### config.mk
export PLATFORM = sky130hd
export DESIGN_NAME = parity_serial_tx
export DESIGN_NICKNAME = d
export VERILOG_FILES = /design/src/rtl/parity_link_pkg.sv /design/src/rtl/parity_serial_tx_parity_gen.sv /design/src/rtl/parity_serial_tx.sv
export SDC_FILE = /design/constraint.sdc
export NUM_CORES = 1
export LEC_CHECK = 0
export ABC_AREA = 1
export BUFFER_PORTS_ARGS = -buffer_cell sky130_fd_sc_hd__buf_2
export CAP_MARGIN = 20
export CORE_MARGIN = 8
export CORE_UTILIZATION = 57
export DETAILED_ROUTE_END_ITERATION = 10
export PLACE_DENSITY = 0.89
export SYNTH_ARGS = -nofsm -noshare
export SYNTH_HDL_FRONTEND = slang
export SYNTH_SLANG_ARGS = --single-unit
### constraint.sdc
create_clock -name clk -period 1.75 [get_ports clk]
set_input_delay 0.35 -clock clk [delete_from_list [all_inputs] [get_ports clk]]
set_output_delay 0.35 -clock clk [all_outputs]
set_load 0.01 [all_outputs]
### src/rtl/parity_link_pkg.sv
// Shared definitions for the serial parity link (transmitter and receiver).
package parity_link_pkg;

  typedef enum logic [2:0] {
    IDLE   = 3'd0,
    START  = 3'd1,
    DATA   = 3'd2,
    PARITY = 3'd3,
    STOP   = 3'd4
  } link_state_e;

  localparam logic LINE_IDLE  = 1'b1;
  localparam logic LINE_START = 1'b0;

  localparam int unsigned DEF_WIDTH      = 8;
  localparam int unsigned DEF_BIT_CYCLES = 4;

  // Counter width for values 0..n-1, never narrower than one bit.
  function automatic int unsigned cnt_bits(input int unsigned n);
    return (n > 1) ? $clog2(n) : 1;
  endfunction

endpackage

### src/rtl/parity_serial_tx_parity_gen.sv
// Parity generator shared by the link transmitter and receiver.
module parity_gen #(
  parameter int unsigned WIDTH      = 8,
  parameter logic        ODD_PARITY = 1'b1
) (
  input  logic [WIDTH-1:0] data,
  output logic             parity
);

  // Odd parity is the XNOR reduction, even parity the XOR reduction.
  always_comb begin
    parity = ODD_PARITY ? ~^data : ^data;
  end

endmodule

### src/rtl/parity_serial_tx.sv
// Serial transmitter: start bit, WIDTH data bits LSB first, parity bit, stop bit.
module parity_serial_tx
  import parity_link_pkg::*;
#(
  parameter int unsigned WIDTH      = DEF_WIDTH,
  parameter logic        ODD_PARITY = 1'b1,
  parameter int unsigned BIT_CYCLES = DEF_BIT_CYCLES
) (
  input  logic             clk,
  input  logic             rst,
  input  logic [WIDTH-1:0] data_in,
  input  logic             valid_in,
  output logic             ready_out,
  output logic             tx_out,
  output logic             busy
);

  localparam int unsigned CW = cnt_bits(BIT_CYCLES);
  localparam int unsigned BW = cnt_bits(WIDTH);
  localparam logic [CW-1:0] CYC_LAST = CW'(BIT_CYCLES - 1);
  localparam logic [BW-1:0] BIT_LAST = BW'(WIDTH - 1);

  link_state_e      state, state_nx;
  logic [CW-1:0]    cycle_cnt, cycle_cnt_nx;
  logic [BW-1:0]    bit_cnt, bit_cnt_nx;
  logic [WIDTH-1:0] shift, shift_nx, shifted;
  logic             par_bit, par_bit_nx, par_in;
  logic             tx_nx;
  logic             bit_done;

  parity_gen #(
    .WIDTH      (WIDTH),
    .ODD_PARITY (ODD_PARITY)
  ) u_parity_gen (
    .data   (data_in),
    .parity (par_in)
  );

  // Next-state, counters, shift register and next line level.
  always_comb begin
    state_nx     = state;
    cycle_cnt_nx = cycle_cnt;
    bit_cnt_nx   = bit_cnt;
    shift_nx     = shift;
    par_bit_nx   = par_bit;
    tx_nx        = tx_out;
    shifted      = shift >> 1;
    bit_done     = (cycle_cnt == CYC_LAST);

    if (state != IDLE) begin
      cycle_cnt_nx = bit_done ? '0 : cycle_cnt + 1'b1;
    end

    case (state)
      IDLE: begin
        if (valid_in) begin
          shift_nx     = data_in;
          par_bit_nx   = par_in;
          bit_cnt_nx   = '0;
          cycle_cnt_nx = '0;
          state_nx     = START;
          tx_nx        = LINE_START;
        end
      end
      START: begin
        if (bit_done) begin
          state_nx   = DATA;
          bit_cnt_nx = '0;
          tx_nx      = shift[0];
        end
      end
      DATA: begin
        if (bit_done) begin
          if (bit_cnt == BIT_LAST) begin
            state_nx = PARITY;
            tx_nx    = par_bit;
          end else begin
            // Emit the bit that becomes shift[0] after this shift.
            shift_nx   = shifted;
            bit_cnt_nx = bit_cnt + 1'b1;
            tx_nx      = shifted[0];
          end
        end
      end
      PARITY: begin
        if (bit_done) begin
          state_nx = STOP;
          tx_nx    = LINE_IDLE;
        end
      end
      STOP: begin
        if (bit_done) begin
          state_nx = IDLE;
          tx_nx    = LINE_IDLE;
        end
      end
      default: begin
        state_nx = IDLE;
        tx_nx    = LINE_IDLE;
      end
    endcase
  end

  // State and datapath registers; reset discards any frame in flight.
  always_ff @(posedge clk) begin
    if (rst) begin
      state     <= IDLE;
      cycle_cnt <= '0;
      bit_cnt   <= '0;
      shift     <= '0;
      par_bit   <= 1'b0;
      tx_out    <= LINE_IDLE;
    end else begin
      state     <= state_nx;
      cycle_cnt <= cycle_cnt_nx;
      bit_cnt   <= bit_cnt_nx;
      shift     <= shift_nx;
      par_bit   <= par_bit_nx;
      tx_out    <= tx_nx;
    end
  end

  // Handshake and status decoded from the state register.
  always_comb begin
    ready_out = (state == IDLE);
    busy      = (state != IDLE);
  end

endmodule

Word-level counts from Yosys, hierarchy flattened
Index checks and enable logic that the tools add are counted.
- flip-flop bits (word level): 18
- input port bits: 11
- output and inout bits: 3
- word-level logic and storage cells: 58
- $add $sub $neg: 2
- eq/ne operators: 14
- mux-type cells: 25
- reduce and logical (&&, ||, !) cells: 11
- operator list (operator ; count):
    $mux W3 ; 9
    $mux W8 ; 3
    $pmux W8 S2 ; 1
    $pmux W3 S5 ; 1
    $ne A2 B2 Y1 const B ; 7
    $pmux W3 S3 ; 1
    $mux W2 ; 4
    $reduce_and A4 Y1 ; 2
    $reduce_xnor A8 Y1 ; 1
    $eq A3 B2 Y1 const B ; 2
    $eq A3 B3 Y1 const B ; 2
    $reduce_and A6 Y1 ; 1
    $reduce_bool A3 Y1 ; 2
    $mux W1 ; 5
    $reduce_and A5 Y1 ; 1
    $pmux W1 S4 ; 1
    $add A3 B1 Y3 const B ; 1
    $eq A3 B1 Y1 const B ; 1
    $logic_not A3 Y1 ; 1
    $add A2 B1 Y2 const B ; 1
    $eq A2 B2 Y1 const B ; 1
    $ne A2 B1 Y1 const B ; 1
    $reduce_and A2 Y1 ; 1
    $reduce_bool A2 Y1 ; 1
    $reduce_or A2 Y1 ; 1

Longest topological paths before layout
Gate-level depths: netlist of run 1.
- word-level depth: 5
- gate-level depth with buffers: 10

Cells and area by module
A second synthesis of run 1 with hierarchy kept.
- cell total of the unflattened synthesis: 197
- area, all modules: 1207.4 sq um
- modules (own cells, without submodules) (module ; times used ; cells an instance ; area each (sq um) ; sequential area each (sq um)):
    parity_serial_tx ; 1 ; 160 ; 1062.3 ; 360.3
    parity_gen ; 1 ; 37 ; 145.1 ; 0.0

Worst setup path before layout of run 1
OpenSTA, ideal clock, no wires.
- kind: flip-flop to flip-flop
- from: register bit_cnt[0]
- to: register bit_cnt[2]
- setup time: 0.113 ns
- data arrival time: 1.139 ns
- data required time: 1.637 ns
- slack: 0.498 ns
- stages on the path, launching flop included: 9
- buffers on the path: 0
- period minus slack after synthesis: 1.252 ns
- path through: dfxtp_1 -> ha_1 -> ha_1 -> nand3_1 -> nand3_1 -> nor2_4 -> nand2_1 -> nand2_1 -> nor2_1
- word-level cells in the longest chain between the ends: 4
- elaborated cells on any way between the ends: 7
- ends and longest elaborated chain (item ; RTL line ; source):
    from (decl) ; parity_serial_tx.sv:25 ; logic [BW-1:0] bit_cnt, bit_cnt_nx;
    from (signal assigned) ; parity_serial_tx.sv:116 ; bit_cnt <= bit_cnt_nx;
    $add A3 B1 Y3 ; parity_serial_tx.sv:80 ; bit_cnt_nx = bit_cnt + 1'b1;
    $mux W3 ; parity_serial_tx.sv:74 ; if (bit_cnt == BIT_LAST) begin
    $mux W3 ; parity_serial_tx.sv:73 ; if (bit_done) begin
    $pmux W3 S3 ; parity_serial_tx.sv:54 ; case (state)
Several ways; a longest one is shown, not always the timed one. The select of a mux whose other input is x is not followed.
A chain may end at the register's enable or synchronous reset.

Worst setup path after layout of run 1
- from: register state[1]
- to: output ready_out
- word-level cells in the longest chain between the ends: 1
- ends and longest elaborated chain (item ; RTL line ; source):
    from (decl) ; parity_serial_tx.sv:23 ; link_state_e state, state_nx;
    from (signal assigned) ; parity_serial_tx.sv:114 ; state <= state_nx;
    $logic_not A3 Y1 ; parity_serial_tx.sv:125 ; ready_out = (state == IDLE);
    to (decl) ; parity_serial_tx.sv:13 ; output logic ready_out,
No other way between the ends.

==> reports/results.txt, run 1 <==
After the first detailed-routing iteration, the DRC count stood at 19. The initial standard-cell utilization of the core was 58.2%; the setup TNS after final layout was 0 ns. The analysis attributes to net switching a power of 0.930 mW.

Counting the fill cells in the layout gives 217. Ranked by total cell area, the synthesized netlist is headed by dfxtp_1 29%, nand2_1 20%, nor2_1 8.7%. Summed over its instances, the top area cell type makes up 28.8% of the synthesized netlist area. STA classifies the critical path startpoint as a register.

For the count of antenna diodes in the layout, the log shows 0. The maximum buffer depth of the clock tree came out at 2. The tools report the final count of pins violating max slew as 0. In the global route stage, met2 resource usage came out at 23.4%. The logs give 0.819 for the routability-driven placement congestion ratio and 239 for the total placed cells including tap cells.

The floorplan has 17 rows. The tools report the number of nets produced by synthesis as 215. Compared with the post-synthesis result, the final layout area differs by 8.91%. Using the TritonRoute via totals, the vias-per-cell ratio works out to 5.02. For the total I/O pin count, the log shows 14. The register area share after synthesis came out at 28.8%.

The share of total power dissipated in sequential elements is 33.6%. After layout, the worst setup slack is 0.119 ns. Setup violations remaining at the end of the flow were counted as 0. The placement-stage worst setup slack was 0.304 ns. In the final layout, the share of cells above drive strength 1 is 20.5%. The area of the placeable core was 2150 sq um; the synthesized netlist cell count was 200.

Summed over all layers, the global routing overflow is 0. Buffers inserted to repair hold after CTS numbered 0. The met1 track demand over resource in global routing was 15.2%; the remaining design rule violation count was 0. The largest fanout of any net on the critical path works out to 7.

Clock tree synthesis selected as its root buffer the cell clkbuf_4. The finished layout holds 243 standard cells, fillers aside. The analysis attributes to cell leakage a power of 0.742 nW. At the end of the flow, the number of nets in the layout was 231.

Final HPWL from detailed placement: 1980 um. Static timing analysis puts the maximum clock frequency at 613 MHz. The internal portion of the total power is 1.06 mW.

The peak ir drop on the vdd network is 0.829 mV. In the global route stage, overall resource usage came out at 13.4%. Counting I/O delays and the setup requirement, the final critical path takes 1.63 ns.

The most common cell after layout, fill and taps aside was nand2_1. In this run the tightest slew margin relative to its limit is 71.2%. The register bit total from synthesis was 18. The logs give 1 for the number of H-tree levels and 4550 um for the wire length of the first global-routing pass. The clock net in this run drives a total of 18 sinks.

The tools report the data arrival time of the worst path as 1.28 ns. The count of input and output buffers was 13; the width of the chip was 62.8 um. After detailed routing, the total wire length is 2470 um. Net switching is 46.7% of the power. For the pin with the worst max-slew slack, the measured transition is 0.432 ns. Max-cap violations in this run came to 0.

The synthesized area per cell was 6.25 sq um. The run finished with clean final reports. The initial antenna violation count was 0.

Power spread over the standard cell area amounts to 1460 nW/um^2. The number of gates resized after CTS was 0. The portion of total power attributed to combinational logic came out at 53.6%.

For the via count, the log shows 1221. For met3 alone, demand over resource in global routing was 2.33%. Entering global routing, the biggest net connects 16 pins.

In this run the cell area of the synthesized design comes to 1250 sq um. The library cell occupying the most area in the post-synthesis netlist is dfxtp_1. The count of cell types in the netlist came out at 23.

The share of total power dissipated in the clock network is 12.8%. STA classifies the critical path endpoint as an output port. The via count of the first global-routing pass was 1194.

Counting the buffers created by CTS gives 3. Clock-pin slew was measured on the worst setup and hold paths at 0.10 ns. The category of the most critical setup path is reg2out. In this run the post-CTS setup repair buffer count came out at 0.

The warning count from the yosys run was 0. For the final-report hold violation count, the log shows 0. STA puts the critical path data required time at 1.40 ns.

Before antenna repair, the detailed router went through 4 iterations. In the layout the commonest cells are 66 x nand2_1, 29 x nor2_1, 22 x inv_1. TritonCTS built the clock tree.

The tightest min-delay check is of the in2reg type. Clock latency on the worst-skew pair, taken at its later pin, is 0.29 ns. Once detail routing completed, the nets flagged for antenna violations numbered 0. In the finished design, the share of the clock period the worst path needs comes to 93.2%. The most heavily used metal layer in global routing was met2. On the final layout, the worst clock skew is 0.00534 ns. In the final routed layout, each cell accounts on average for 10.2 um. Height of the chip: 62.8 um. Setup repair after global routing left no endpoint under its margin. The die covers 3950 sq um.
-- registers in the layout (all words and copies together) (netlist names) --
name       count
shift          8
bit_cnt        3
state          3
cycle_cnt      2
par_bit        1
tx_out         1
-- final cells by class --
class / count / area [sq um] / share of cell area (%)
inverters: 27 / 106 / 7.81
flip-flops and latches: 18 / 360 / 26.5
well taps: 28 / 35.0 / 2.57
multi-input cells: 153 / 758 / 55.7
clock buffers: 4 / 36.3 / 2.67
repair buffers: 13 / 65.1 / 4.78
-- stage by stage --
| stage | hold slack, ns | instance area [sq um] | utilization, % | power (mW) |
|---|---|---|---|---|
| global route | 0.237 | 1360 | 63.4 | 2.20 |
| CTS | 0.234 | 1360 | 63.4 | 2.01 |
| finish | 0.246 | 1360 | 63.4 | 1.99 |
| floorplan | 0.412 | 1250 | - | 1.54 |
| global placement | 0.456 | 1330 | 61.7 | 1.73 |
| detailed placement | 0.468 | 1330 | 61.7 | 1.75 |
-- kinds of logic after synthesis --
group / Yosys count / synth area share (%)
compound gates: 20 / 9.31
buf+inv: 29 / 10.5
flops: 18 / 28.8
simple gates: 129 / 47.3
fa+ha+maj: 4 / 4.00
-- per-layer routing --
metal / vias to the layer above / wire length, um
met2: 19 / 1220
met3: 5 / 63
li1: 645 / -
met4: 0 / 27
met1: 552 / 1160
met5: - / 0
-- worst max-delay path, cell delays in order (launching register included) --
cell     delay (ns)
dfxtp_1        0.54
inv_2          0.13
nand2_4        0.13
inv_1          0.06
buf_2          0.13
-- power groups by stage --
stage               clock network [mW]  registers (mW)  logic (mW)
floorplan                            0           0.656       0.882
global placement                     0           0.671        1.06
detailed placement                   0           0.676        1.07
CTS                              0.265           0.667        1.07
global route                     0.273           0.686        1.24
finish                           0.255           0.668        1.07
-- synth_stat cells --
| library cell | count |
|---|---|
| or2_1 | 1 |
| a21oi_2 | 1 |
| o21ai_1 | 3 |
| a21oi_1 | 3 |
| nand4_1 | 2 |
| o21ai_0 | 10 |
| nand2_4 | 3 |
| inv_2 | 3 |
| nand3_2 | 2 |
| ha_1 | 4 |
| nor2_1 | 29 |
| inv_4 | 2 |
| nand3_1 | 12 |
| nand2_2 | 7 |
| nor2_2 | 4 |
| nor2_4 | 3 |
| inv_1 | 22 |
| dfxtp_1 | 18 |
| o211a_1 | 1 |
| o21ai_2 | 2 |
| clkbuf_8 | 1 |
| nand2_1 | 66 |
| buf_6 | 1 |
-- worst paths after layout --
path | start | endpoint | slack [ns] | cells past startpoint
setup / recovery | state[1] | ready_out | 0.12 | 4
hold / removal | rst | shift[7] | 0.25 | 2
hold reg to reg | tx_out | tx_out | 0.49 | 2
setup reg to reg | state[0] | shift[5] | 0.28 | 8
(Power assumes the default switching activity.)
==> run 2: changes to the inputs <==
--- a/config.mk
+++ b/config.mk
@@ -8,7 +8,7 @@
 export ABC_AREA = 1
 export BUFFER_PORTS_ARGS = -buffer_cell sky130_fd_sc_hd__buf_2
 export CAP_MARGIN = 20
-export CORE_MARGIN = 8
+export CORE_MARGIN = 5
 export CORE_UTILIZATION = 57
 export DETAILED_ROUTE_END_ITERATION = 10
 export PLACE_DENSITY = 0.89
==> run 2 against run 1 <==
Against the previous run: setup slack better by 0.013 ns; global-route usage grew 3.1 points; via count shrank 1.3%; sequential cell count is the same; first-iteration DRC count fell by 11%; die area down 18%; sequential power is essentially flat; largest power group unchanged.
==> reports/results.txt, run 2 (same netlist as run 1, synthesis figures left out) <==
The flow ran to the end, and the final reports show no timing, DRC or antenna violations. The worst path uses 92.5% of the clock period. Setup repair after global routing left no endpoint under its margin. The final layout net count was 231. Routed wirelength normalized by instance count: 9.61 um.

Port buffering added 13 buffers. The full die area came out at 3230 sq um. The routability-driven placement congestion ratio came out at 0.816. For the final routed database, the setup TNS stands at 0 ns. For this design, the CTS-stage hold fixing added 0 buffers. The tool flagged a number of max-cap violations equal to 0. Entering global routing, the biggest net connects 16 pins. Summed over all cells, the static leakage comes to 0.742 nW.

Capturing element type of the critical path: an output port. TritonCTS built the clock tree. The largest registers in the layout are shift (8), bit_cnt (3), state (3).

The tools report the initial antenna violation count as 0. The register with the most flip-flops in the final layout is shift. Once detail routing completed, the nets flagged for antenna violations numbered 0. The final worst clock skew is 0.00177 ns. Timing would allow up to 618 MHz.

The later pin in the worst-skew pair is clocked with a latency of 0.29 ns. The height of the chip is 56.8 um, and the peak ir drop on the vdd network is 0.684 mV. The logs give 0.255 ns for the worst hold slack across all endpoints and 1 for the number of H-tree levels. The initial standard-cell utilization of the core is 58.2%. Maximum buffer depth of the clock tree: 2.

Post-detailed-route via-to-cell ratio: 4.96. The proportion of layout cells with a drive suffix above 1 was 20.5%; the number of inserted filler cells in the final layout was 210. The library cell used most frequently in the layout, excluding fill and tap cells, is nand2_1. In this run, post-CTS repair resized a total of 0 instances. For this run, design rule violations remaining after detail routing come to 0. Overall routed net length: 2340 um. For the pin with the worst max-slew slack, the measured transition is 0.419 ns.

Final count of pins violating max slew: 0. In this run the power density over the cells is 1460 nW/um^2. The category of the most critical setup path is reg2out. STA puts the critical path data arrival time at 1.27 ns.

The final cell area excluding filler cells is 1360 sq um, and the via count is 1205. The register with the most flip-flops in the layout has 8 of them. Detailed placement ended at an HPWL of 1850 um. The category of the worst setup path launch point was a register. The post-CTS repair timing setup buffer count was 0.

The root buffer cell is clkbuf_4. Measured against its own limit, the worst slew margin works out to 72.1%. Setup violations remaining at the end of the flow were counted as 0. The first global-routing pass estimated 4440 um of wire. The first routing iteration left 17 violations. The run gives 0 as the total global routing overflow. For the number of iterations in the first detailed-routing pass, the log shows 4. The via count of the first global-routing pass is 1129. The classification of the worst-slack hold path is in2reg. The final-report hold violation count was 0; the clock transition at the registers of the reported paths was 0.10 ns.

In this run the standard cell core region covers 2150 sq um. Along the worst path, the maximum fanout reaches 7. The clock sink total is 18. The overall power after layout is 1.99 mW.

Relative area change from synthesis to final layout: 8.91%. The tools report the total I/O pin count as 14. For the TritonCTS buffer count, the log shows 3.

For this run, the total global-route usage over all layers was measured as 16.5%. The run gives 1330 sq um as the instance area at placement. In the layout the commonest cells are 66 x nand2_1, 29 x nor2_1, 22 x inv_1. From left edge to right edge, the die measures 56.8 um. Counting I/O delays and the setup requirement, the final critical path takes 1.62 ns. For the worst setup path, the data required time is 1.40 ns. The initialized floorplan defines 17 standard-cell rows.

The tools report the count of antenna diodes in the layout as 0.
-- run 2: worst max-delay path, cell delays in order, from the launching register on --
cell and delay, ns:
dfxtp_1 0.53, inv_2 0.13, nand2_4 0.12, inv_1 0.06
buf_2 0.13
-- run 2: report_power, final --
part | total, mW | internal (mW) | switching (mW)
Sequential | 0.670 | 0.553 | 0.118
Clock | 0.256 | 0.127 | 0.129
Combinational | 1.06 | 0.381 | 0.679
-- run 2: final timing paths --
path / from / to / slack, ns / depth (start not counted)
min reg2reg: tx_out / tx_out / 0.48 / 2
max reg2reg: state[0] / shift[1] / 0.25 / 8
min: rst / shift[7] / 0.26 / 2
max: state[1] / ready_out / 0.13 / 4
-- run 2: routing by layer --
| layer | wire length, um | up-vias | track usage (%) |
|---|---|---|---|
| li1 | - | 649 | - |
| met1 | 1100 | 531 | 19.8 |
| met2 | 1100 | 21 | 30.2 |
| met3 | 105 | 4 | 2.76 |
| met4 | 32 | 0 | 4.30 |
| met5 | 0 | - | 0 |
-- run 2: layout make-up --
class,instances,area [sq um],area share (%)
Tap cell,28,35.0,2.57
Inverter,27,106,7.81
Clock buffer,4,36.3,2.67
Sequential cell,18,360,26.5
Timing Repair Buffer,13,65.1,4.78
Multi-Input combinational cell,153,758,55.7
-- run 2: metrics by stage --
stage | instances | util, % | setup WS, ns
floorplan | 200 | - | 0.498
global placement | 239 | 61.7 | 0.282
detailed placement | 239 | 61.7 | 0.280
CTS | 243 | 63.4 | 0.131
global route | 243 | 63.4 | 0.0609
finish | 243 | 63.4 | 0.132
